## src/rtl/mlp_ctrl_pkg.sv

```systemverilog
// Shared constants for the MLP inference sequencer: FSM state encoding,
// default geometry of the bespoke classifier and the feature-index width helper.
package mlp_ctrl_pkg;

  // FSM state encoding
  localparam logic [1:0] IDLE   = 2'd0;
  localparam logic [1:0] LOAD   = 2'd1;
  localparam logic [1:0] SETTLE = 2'd2;
  localparam logic [1:0] HOLD   = 2'd3;

  // Default classifier geometry
  localparam int unsigned NUM_A_DEF    = 21;
  localparam int unsigned WIDTH_A_DEF  = 4;
  localparam int unsigned OUTWIDTH_DEF = 2;

  // Width of the feature index counter; never narrower than one bit
  function automatic int unsigned idx_width(input int unsigned n);
    return (n <= 32'd1) ? 32'd1 : $clog2(n);
  endfunction

endpackage

```

## src/rtl/mlp_feat_assembler.sv

```systemverilog
// Feature assembler: counts accepted features and writes each one into its
// slice of the registered MLP input bus. On the last feature of a sample the
// whole bus is XORed with inj_mask_i (all-zero unless fault injection is used).
module mlp_feat_assembler
  import mlp_ctrl_pkg::*;
#(
  parameter int unsigned NUM_A   = NUM_A_DEF,
  parameter int unsigned WIDTH_A = WIDTH_A_DEF
) (
  input  logic                       clk_i,
  input  logic                       rst_ni,
  input  logic                       clear_i,
  input  logic                       load_en_i,
  input  logic                       s_valid_i,
  input  logic [WIDTH_A-1:0]         s_data_i,
  input  logic [NUM_A*WIDTH_A-1:0]   inj_mask_i,
  output logic                       wr_en_o,
  output logic                       last_o,
  output logic [NUM_A*WIDTH_A-1:0]   bus_o
);

  localparam int unsigned IDX_W = idx_width(NUM_A);
  localparam int unsigned BUS_W = NUM_A * WIDTH_A;
  localparam logic [IDX_W-1:0] LAST_IDX = IDX_W'(NUM_A - 1);

  logic [IDX_W-1:0] feat_idx_q, feat_idx_d;
  logic [BUS_W-1:0] bus_q, bus_d;
  logic             wr_en_s;
  logic             at_last_s;

  // A clear in the same cycle discards the handshake entirely
  assign wr_en_s   = load_en_i & s_valid_i & ~clear_i;
  assign at_last_s = (feat_idx_q == LAST_IDX);
  assign wr_en_o   = wr_en_s;
  assign last_o    = at_last_s;
  assign bus_o     = bus_q;

  // Next-state: slice write, index advance/wrap, mask applied on the final feature
  always_comb begin
    feat_idx_d = feat_idx_q;
    bus_d      = bus_q;
    if (clear_i) begin
      feat_idx_d = '0;
    end else if (wr_en_s) begin
      bus_d[feat_idx_q*WIDTH_A +: WIDTH_A] = s_data_i;
      if (at_last_s) begin
        feat_idx_d = '0;
        bus_d      = bus_d ^ inj_mask_i;
      end else begin
        feat_idx_d = feat_idx_q + 1'b1;
      end
    end else begin
      feat_idx_d = feat_idx_q;
    end
  end

  // Index and bus registers
  always_ff @(posedge clk_i or negedge rst_ni) begin
    if (!rst_ni) begin
      feat_idx_q <= '0;
      bus_q      <= '0;
    end else begin
      feat_idx_q <= feat_idx_d;
      bus_q      <= bus_d;
    end
  end

endmodule

```

## src/rtl/mlp_inference_ctrl.sv

```systemverilog
// MLP inference sequencer: collects a serial feature stream into the flat
// input bus of the combinational classifier, holds it for SETTLE_CYCLES,
// captures the class and returns it over a valid/ready result port.
// Optional build macro MLP_FAULT_INJ_EN adds fault_arm/fault_mask/res_faulty
// for XOR fault injection on the assembled input vector.
module mlp_inference_ctrl
  import mlp_ctrl_pkg::*;
#(
  parameter int unsigned NUM_A         = NUM_A_DEF,
  parameter int unsigned WIDTH_A       = WIDTH_A_DEF,
  parameter int unsigned OUTWIDTH      = OUTWIDTH_DEF,
  parameter int unsigned SETTLE_CYCLES = 4,
  parameter int unsigned CNT_W         = 16
) (
  input  logic                       clk,
  input  logic                       rst_n,
  input  logic                       clear,
`ifdef MLP_FAULT_INJ_EN
  input  logic                       fault_arm,
  input  logic [NUM_A*WIDTH_A-1:0]   fault_mask,
  output logic                       res_faulty,
`endif
  input  logic                       s_valid,
  output logic                       s_ready,
  input  logic [WIDTH_A-1:0]         s_data,
  output logic [NUM_A*WIDTH_A-1:0]   mlp_inp,
  input  logic [OUTWIDTH-1:0]        mlp_out,
  output logic                       res_valid,
  input  logic                       res_ready,
  output logic [OUTWIDTH-1:0]        res_class,
  output logic                       busy,
  output logic [CNT_W-1:0]           sample_cnt
);

  localparam int unsigned BUS_W = NUM_A * WIDTH_A;
  localparam logic [7:0]  SETTLE_INIT = 8'(SETTLE_CYCLES - 1);

  logic [1:0]          state_q, state_d;
  logic [7:0]          settle_cnt_q, settle_cnt_d;
  logic [OUTWIDTH-1:0] res_class_q, res_class_d;
  logic                res_valid_q, res_valid_d;
  logic [CNT_W-1:0]    sample_cnt_q, sample_cnt_d;
  logic                fault_pend_q, fault_pend_d;
  logic                res_faulty_q, res_faulty_d;
  logic                fault_arm_s;

  logic                load_en_s;
  logic                asm_wr_s;
  logic                asm_last_s;
  logic [BUS_W-1:0]    inj_mask_s;

`ifdef MLP_FAULT_INJ_EN
  assign fault_arm_s = fault_arm;
  assign inj_mask_s  = fault_arm ? fault_mask : {BUS_W{1'b0}};
  assign res_faulty  = res_faulty_q;
`else
  assign fault_arm_s = 1'b0;
  assign inj_mask_s  = {BUS_W{1'b0}};
`endif

  assign load_en_s  = (state_q == LOAD);
  assign s_ready    = (state_q == LOAD);
  assign busy       = (state_q == SETTLE) || (state_q == HOLD);
  assign res_valid  = res_valid_q;
  assign res_class  = res_class_q;
  assign sample_cnt = sample_cnt_q;

  mlp_feat_assembler #(
    .NUM_A   (NUM_A),
    .WIDTH_A (WIDTH_A)
  ) u_feat_asm (
    .clk_i      (clk),
    .rst_ni     (rst_n),
    .clear_i    (clear),
    .load_en_i  (load_en_s),
    .s_valid_i  (s_valid),
    .s_data_i   (s_data),
    .inj_mask_i (inj_mask_s),
    .wr_en_o    (asm_wr_s),
    .last_o     (asm_last_s),
    .bus_o      (mlp_inp)
  );

  // Sequencer next-state: load -> settle countdown -> hold result; clear overrides all
  always_comb begin
    state_d      = state_q;
    settle_cnt_d = settle_cnt_q;
    res_class_d  = res_class_q;
    res_valid_d  = res_valid_q;
    sample_cnt_d = sample_cnt_q;
    fault_pend_d = fault_pend_q;
    res_faulty_d = res_faulty_q;
    case (state_q)
      IDLE: begin
        state_d = LOAD;
      end
      LOAD: begin
        if (asm_wr_s && asm_last_s) begin
          state_d      = SETTLE;
          settle_cnt_d = SETTLE_INIT;
          fault_pend_d = fault_arm_s;
        end else begin
          state_d = LOAD;
        end
      end
      SETTLE: begin
        if (settle_cnt_q == 8'd0) begin
          res_class_d  = mlp_out;
          res_valid_d  = 1'b1;
          res_faulty_d = fault_pend_q;
          state_d      = HOLD;
        end else begin
          settle_cnt_d = settle_cnt_q - 8'd1;
        end
      end
      HOLD: begin
        if (res_ready) begin
          res_valid_d  = 1'b0;
          res_faulty_d = 1'b0;
          sample_cnt_d = sample_cnt_q + {{(CNT_W-1){1'b0}}, 1'b1};
          state_d      = LOAD;
        end else begin
          state_d = HOLD;
        end
      end
      default: begin
        state_d = IDLE;
      end
    endcase
    // Abort wins over any transition or handshake decided above
    if (clear) begin
      state_d      = IDLE;
      settle_cnt_d = settle_cnt_q;
      res_class_d  = res_class_q;
      res_valid_d  = 1'b0;
      sample_cnt_d = sample_cnt_q;
      fault_pend_d = 1'b0;
      res_faulty_d = 1'b0;
    end else begin
      state_d = state_d;
    end
  end

  // Sequencer state and result registers
  always_ff @(posedge clk or negedge rst_n) begin
    if (!rst_n) begin
      state_q      <= IDLE;
      settle_cnt_q <= 8'd0;
      res_class_q  <= '0;
      res_valid_q  <= 1'b0;
      sample_cnt_q <= '0;
      fault_pend_q <= 1'b0;
      res_faulty_q <= 1'b0;
    end else begin
      state_q      <= state_d;
      settle_cnt_q <= settle_cnt_d;
      res_class_q  <= res_class_d;
      res_valid_q  <= res_valid_d;
      sample_cnt_q <= sample_cnt_d;
      fault_pend_q <= fault_pend_d;
      res_faulty_q <= res_faulty_d;
    end
  end

endmodule

```

## config.mk

```make
export PLATFORM = sky130hd
export DESIGN_NAME = mlp_inference_ctrl
export DESIGN_NICKNAME = d
export VERILOG_FILES = /design/src/rtl/mlp_ctrl_pkg.sv /design/src/rtl/mlp_feat_assembler.sv /design/src/rtl/mlp_inference_ctrl.sv
export SDC_FILE = /design/constraint.sdc
export NUM_CORES = 1
export LEC_CHECK = 0
export ABC_CLOCK_PERIOD_IN_PS = 4450
export BUFFER_PORTS_ARGS = -buffer_cell sky130_fd_sc_hd__clkbuf_2
export CAP_MARGIN = 5
export CORE_MARGIN = 3
export CORE_UTILIZATION = 44
export CTS_CLUSTER_SIZE = 8
export DETAILED_ROUTE_END_ITERATION = 10
export PLACE_DENSITY_LB_ADDON = 0.3
export SLEW_MARGIN = 20
export SYNTH_ARGS = -nofsm -noshare
export SYNTH_HDL_FRONTEND = slang
export SYNTH_SLANG_ARGS = --single-unit
```

## constraint.sdc

```tcl
create_clock -name clk -period 4.45 [get_ports clk]
set_clock_uncertainty 0.2 [all_clocks]
set_input_delay 0.445 -clock clk [delete_from_list [all_inputs] [get_ports clk]]
set_output_delay 0.445 -clock clk [all_outputs]
set_load 0.005 [all_outputs]
```

* Word level (Yosys, flattened, before mapping)
Cells that the tools add are included.
** Word-level totals
- Word-level logic and storage cells :: 52
- Output and inout port bits :: 105
- Flip-flop bits (word level) :: 118
** Cells by class
- Shift operators :: 2
- Reduce and logical (&&, ||, !) cells :: 12
- Multiplexer cells :: 16
- Add/sub/neg operators :: 4
- Eq/ne operators :: 8
- Bitwise operators :: 3
** Operators with widths (count)
- bitwise mux 84 bit :: 1
- variable shift 4 x 34 -> 84 bit (first input constant) :: 1
- variable part select 4 x 34 -> 84 bit :: 1
- negation 7 -> 34 bit :: 1
- adder 16 x 1 -> 16 bit (second input constant) :: 1
- two-way mux 8 bit :: 2
- case mux 8 bit (2 select lines) :: 1
- two-way mux 5 bit :: 3
- AND reduction 3 bit :: 3
- logical NOT 8 bit :: 1
- two-way mux 2 bit :: 4
- case mux 2 bit (4 select lines) :: 1
- subtractor 8 x 1 -> 8 bit (second input constant) :: 1
- adder 5 x 1 -> 5 bit (second input constant) :: 1
- equality test 5 bit (second input constant) :: 1
- equality test 2 bit (second input constant) :: 2
- inequality test 2 bit (second input constant) :: 2
- AND reduction 4 bit :: 1
- nonzero test 2 bit :: 2
- two-way mux 1 bit :: 3
- inequality test 3 x 2 -> 1 bit (second input constant) :: 1
- inequality test 3 bit (second input constant) :: 1
- nonzero test 3 bit :: 1
- bitwise AND 1 bit :: 2
- 7 further kinds :: 7

* Logic depth before layout (Yosys ltp)
- Depth after elaboration :: 7
- Mapped depth :: 11

* Cells and area by module
A second synthesis with hierarchy kept.
** Second synthesis, totals
- Cell total of the unflattened synthesis :: 948
- Area total of the unflattened synthesis :: 7703.6 um2
** By module, submodules not included
- mlp_feat_assembler :: cells an instance 811, area an instance 6185.9 um2, instances 1
- mlp_inference_ctrl :: cells an instance 137, area an instance 1517.7 um2, instances 1

* Least setup slack after synthesis
Ideal clock, no wire load.
- Kind :: reg2reg
- Start point :: register u_feat_asm.feat_idx_q[0]
- End point :: register u_feat_asm.bus_q[32], in the netlist u_feat_asm.bus_o[32]
- Slack :: 1524 ps
- Cell stages (with the launch flop) :: 12
- Required time :: 4125 ps
- Data arrival time :: 2601 ps
- Path buffers :: 3
- Cell sequence :: dfrtp_1 buf_2 inv_1 ha_1 buf_2 nor3b_1 ha_1 nor2_8 nand2_4 or4_1 buf_2 mux2_4
** On the way
- Longest elaborated chain between the ends :: 3
- Elaborated cells between the ends (all ways) :: 4
** Ends and longest elaborated chain
- start: declaration :: RTL line mlp_feat_assembler.sv:26 : logic [IDX_W-1:0] feat_idx_q, feat_idx_d;
- start signal: assignment :: RTL line mlp_feat_assembler.sv:63 : feat_idx_q <= feat_idx_d;
- negation 7 -> 34 bit (*) :: RTL line mlp_feat_assembler.sv:45 : bus_d[feat_idx_q*WIDTH_A +: WIDTH_A] = s_data_i;
- variable part select 4 x 34 -> 84 bit / variable shift 4 x 34 -> 84 bit (equally long branches) :: RTL line mlp_feat_assembler.sv:45
- bitwise mux 84 bit (*) :: RTL line mlp_feat_assembler.sv:45
- end signal: assignment :: RTL line mlp_feat_assembler.sv:64 : bus_q <= bus_d;
- end: declaration :: RTL line mlp_feat_assembler.sv:27 : logic [BUS_W-1:0] bus_q, bus_d;
Mark *: on every way between the ends. The rest lies on a longest branch, timed or not.
A chain may end at the register's enable or synchronous reset.

* Worst setup path after layout
- Start point :: register u_feat_asm.feat_idx_q[0]
- End point :: register u_feat_asm.bus_q[18], in the netlist u_feat_asm.bus_o[18]
Same word-level chain as after synthesis.

==> impl_metrics.csv <==
group,metric,value,unit
status,status,"complete, no violations",
global_route,grt-ovfl-total,0,
timing,slew_violations,0,
routing,drtIter0Drc,224,
floorplan,die-area,13500,um2
synth,ys_types,51,
clocking,cts.clk_slew.worst_paths,0.05,ns
synth,synth_edf_count,0,
worst_setup_path,critical_path_arrival,3.48,ns
clocking,ctsResizeCount,0,
floorplan,num_io_pins,116,
synth,yosys-top-cells-count,"dfrtp_1, mux2_2, nand2_1",
power_and_ir_drop,switching_share,21.6,%
worst_setup_path,path_max_fanout,17,
global_route,busiest_layer,"met2",
synth,ys_ff_latch,118,
timing,rsz0062_at_grt,"no",
global_route,grt_pass1_wl,20300,um
clocking,clock-root-buffer,"clkbuf_16",
worst_setup_path,r2r_cells,8,
min_path,hold_path_class,"input port to register",
power_and_ir_drop,clockPowerShare,49.9,%
layout,final_area,6610,um2
synth,synth_top_area_share,55.2,%
routing,viasPerCell,5.39,
clocking,clock_latency,0.40,ns
routing,firstDrtPassIters,5,
worst_setup_path,startpoint_type,"register",
timing,hold_viol,0,
place,dpl.hpwl,9340,um
min_path,hold_end,"res_class[1]",
global_route,grt_pass1_vias,3901,
floorplan,initial_core_util,45.9,%
worst_setup_path,reg2reg_to,"u_feat_asm.bus_o[18]",
routing,ant_nets,0,
job,maxCapViolCount,0,
power_and_ir_drop,comb_power_share,5.6,%
synth,syn_area,5350,um2
synth,synth.area.top_cells,"dfrtp_1, mux2_2, nand2_1, nor2_1, o21ai_0",
synth,ys_seq_area_share,55.2,%
layout,antenna_cells,0,
power_and_ir_drop,p_seq_share,44.5,%
synth,yosys_most_used_dff,"dfrtp_1",
power_and_ir_drop,power.internal,0.00195,W
worst_setup_path,r2r-start,"u_feat_asm.feat_idx_q[0]",
clocking,cts_max_level,4,
floorplan,die_h,116,um
worst_setup_path,worstSetupPathType,"register to register",
floorplan,coreArea,11700,um2
clocking,cts_made_buffers,17,
timing,worst_slew_pin_slew,0.981,ns
timing,fmax,294,MHz
place,gp_congestion,0.945,
global_route,track_usage,19.6,%
min_path,min_delay_path_depth,2,
global_route,grt_max_degree,47,
global_route,gr-usage-met1,25.8,%
power_and_ir_drop,p_per_area,376,nW/um2
place,postPlaceCellArea,6070,um2
worst_setup_path,worstPathRequired,4.53,ns
synth,synth_top_cell_by_area,"dfrtp_1",
synth,synth_fp_nets,474,
worst_setup_path,reg2reg_slack,1.05,ns
synth,syn_avg_cell_area,11.7,um2
routing,post-route-drc-count,0,
floorplan,row_count,39,
synth,syn_inst,457,
routing,routed_wl,12700,um
power_and_ir_drop,max-vdd-ir-drop,0.255,mV
clocking,clock_sinks,118,
clocking,cts.path.max_buffers,2,
layout,final_nets,597,
floorplan,die_width,116,um
timing,finalCriticalPeriod,3.40,ns
synth,synthArstFlopShare,100,%
power_and_ir_drop,p_sw,0.000537,W
layout,drive_gt1_share,37.9,%
global_route,antenna_found_initial,0,
routing,wl_per_cell,17.4,um
timing,slew_headroom,34.0,%
min_path,hold_path_startpoint,"mlp_out[1]",
global_route,grt_use_met3,4.82,%
synth,yosys_warnings,0,
timing,finalCritPeriodShare,76.4,%
timing,setup_viol,0,
layout,syn_to_final_growth,23.6,%
power_and_ir_drop,p_leak,3.43,nW
global_route,grt_use_met2,31.8,%
clocking,cts_tree,"yes",
synth,yosysMostFrequentCell,"dfrtp_1",
timing,setup-tns-final,0,ns
place,port_buffers,115,
routing,via_count,3949,
worst_setup_path,end_kind,"register",
through the flow:
stage | utilization [%] | setup WS (ns) | hold slack (ns) | power [W] | cells
2_1_floorplan | - | 1.52 | -0.0506 | 0.00119 | 457
3_3_place_gp | 52.0 | 1.28 | 0.221 | 0.00126 | 703
3_5_place_dp | 52.0 | 1.11 | 0.226 | 0.00126 | 703
4_1_cts | 56.7 | 1.10 | 0.0618 | 0.00252 | 732
5_1_grt | 56.7 | 0.814 | 0.0722 | 0.00258 | 732
6_report | 56.7 | 1.05 | 0.0720 | 0.00249 | 732
power by group through the flow:
stage	Clock (W)	Combinational (W)	Sequential [W]
after floorplan	0	0.0000704	0.00112
after global placement	0	0.000136	0.00112
after detailed placement	0	0.000139	0.00112
after CTS	0.00127	0.000140	0.00111
after global routing	0.00132	0.000154	0.00111
final	0.00124	0.000139	0.00111
worst max-delay path, stage by stage (launching register included):
cell,delay (ns)
dfrtp_1,0.69
inv_1,0.12
ha_1,0.34
nor3b_1,0.19
ha_1,0.58
nor3b_4,0.43
o41a_1,0.25
nand2_1,0.14
mux2_2,0.34
cell usage in the layout, fill, tap and decap left out, types with 2 or more instances in the layout:
master / netlist / routed
dfrtp_1: 118 / 118
clkbuf_2: 0 / 114
mux2_2: 64 / 64
nand2_1: 53 / 53
nor2_1: 28 / 28
o21ai_0: 21 / 21
clkbuf_16: 0 / 17
inv_1: 13 / 13
xor2_1: 11 / 11
nor3_1: 10 / 10
nand2b_1: 9 / 9
mux2i_1: 9 / 9
xnor2_1: 9 / 9
and2_1: 8 / 8
nand3_1: 8 / 8
nand4_1: 7 / 7
a21oi_1: 7 / 7
nor4_1: 6 / 6
ha_1: 6 / 6
or3_1: 5 / 5
and3_1: 5 / 5
buf_4: 1 / 5
nor2b_1: 4 / 4
nor4b_1: 4 / 4
mux2_4: 4 / 4
clkbuf_8: 0 / 4
clkinv_2: 0 / 4
nor3b_1: 3 / 3
nor3_2: 3 / 3
o31a_1: 2 / 2
or4_1: 2 / 2
a31oi_1: 2 / 2
clkbuf_1: 9 / 2
state kept, by name, indices dropped and copies added, names as in the netlist:
| register | cells |
|---|---|
| state_q | 2 |
| res_class | 2 |
| u_feat_asm.bus_o | 84 |
| settle_cnt_q | 8 |
| sample_cnt | 16 |
| res_valid | 1 |
| u_feat_asm.feat_idx_q | 5 |
logic make-up after synthesis:
kind of cell | count (synthesis) | share of synthesized area, %
buffers and inverters | 29 | 2.22
AOI/OAI and AO/OA | 40 | 4.42
DFF | 118 | 55.2
and+or+nand+nor | 167 | 17.2
adders and majority gates | 6 | 1.40
muxes | 77 | 16.3
xor gates and xnor gates | 20 | 3.27
final cells by class:
type / instances / area [um2]
clock buffer: 23 / 488
clock inverter: 5 / 50.0
fill: 998 / 5050
inverter: 13 / 48.8
multi-input combinational: 310 / 2280
sequential: 118 / 2950
tap: 143 / 179
timing repair buffer: 120 / 618
what timing repair did:
action,in CTS,in global routing
endpoints found under the setup margin,0,0
setup buffers,0,0
hold buffers,1,0
hold endpoints to repair,33,0
routing by layer:
layer,up-vias,share of wire (%)
met5,-,0
met4,0,1.3
met3,16,4.6
met2,127,48
met1,1969,46
li1,1837,-
worst max-delay path by stage:
stage	start	to	slack, ns
after floorplan	u_feat_asm.feat_idx_q[0]	u_feat_asm.bus_o[32]	1.52
after global placement	u_feat_asm.feat_idx_q[0]	u_feat_asm.bus_o[76]	1.28
after detailed placement	u_feat_asm.feat_idx_q[0]	u_feat_asm.bus_o[16]	1.11
after CTS	u_feat_asm.feat_idx_q[0]	u_feat_asm.bus_o[18]	1.10
after global routing	u_feat_asm.feat_idx_q[0]	u_feat_asm.bus_o[11]	0.81
final	u_feat_asm.feat_idx_q[0]	u_feat_asm.bus_o[18]	1.05
Power figures use the tool's default switching activity.
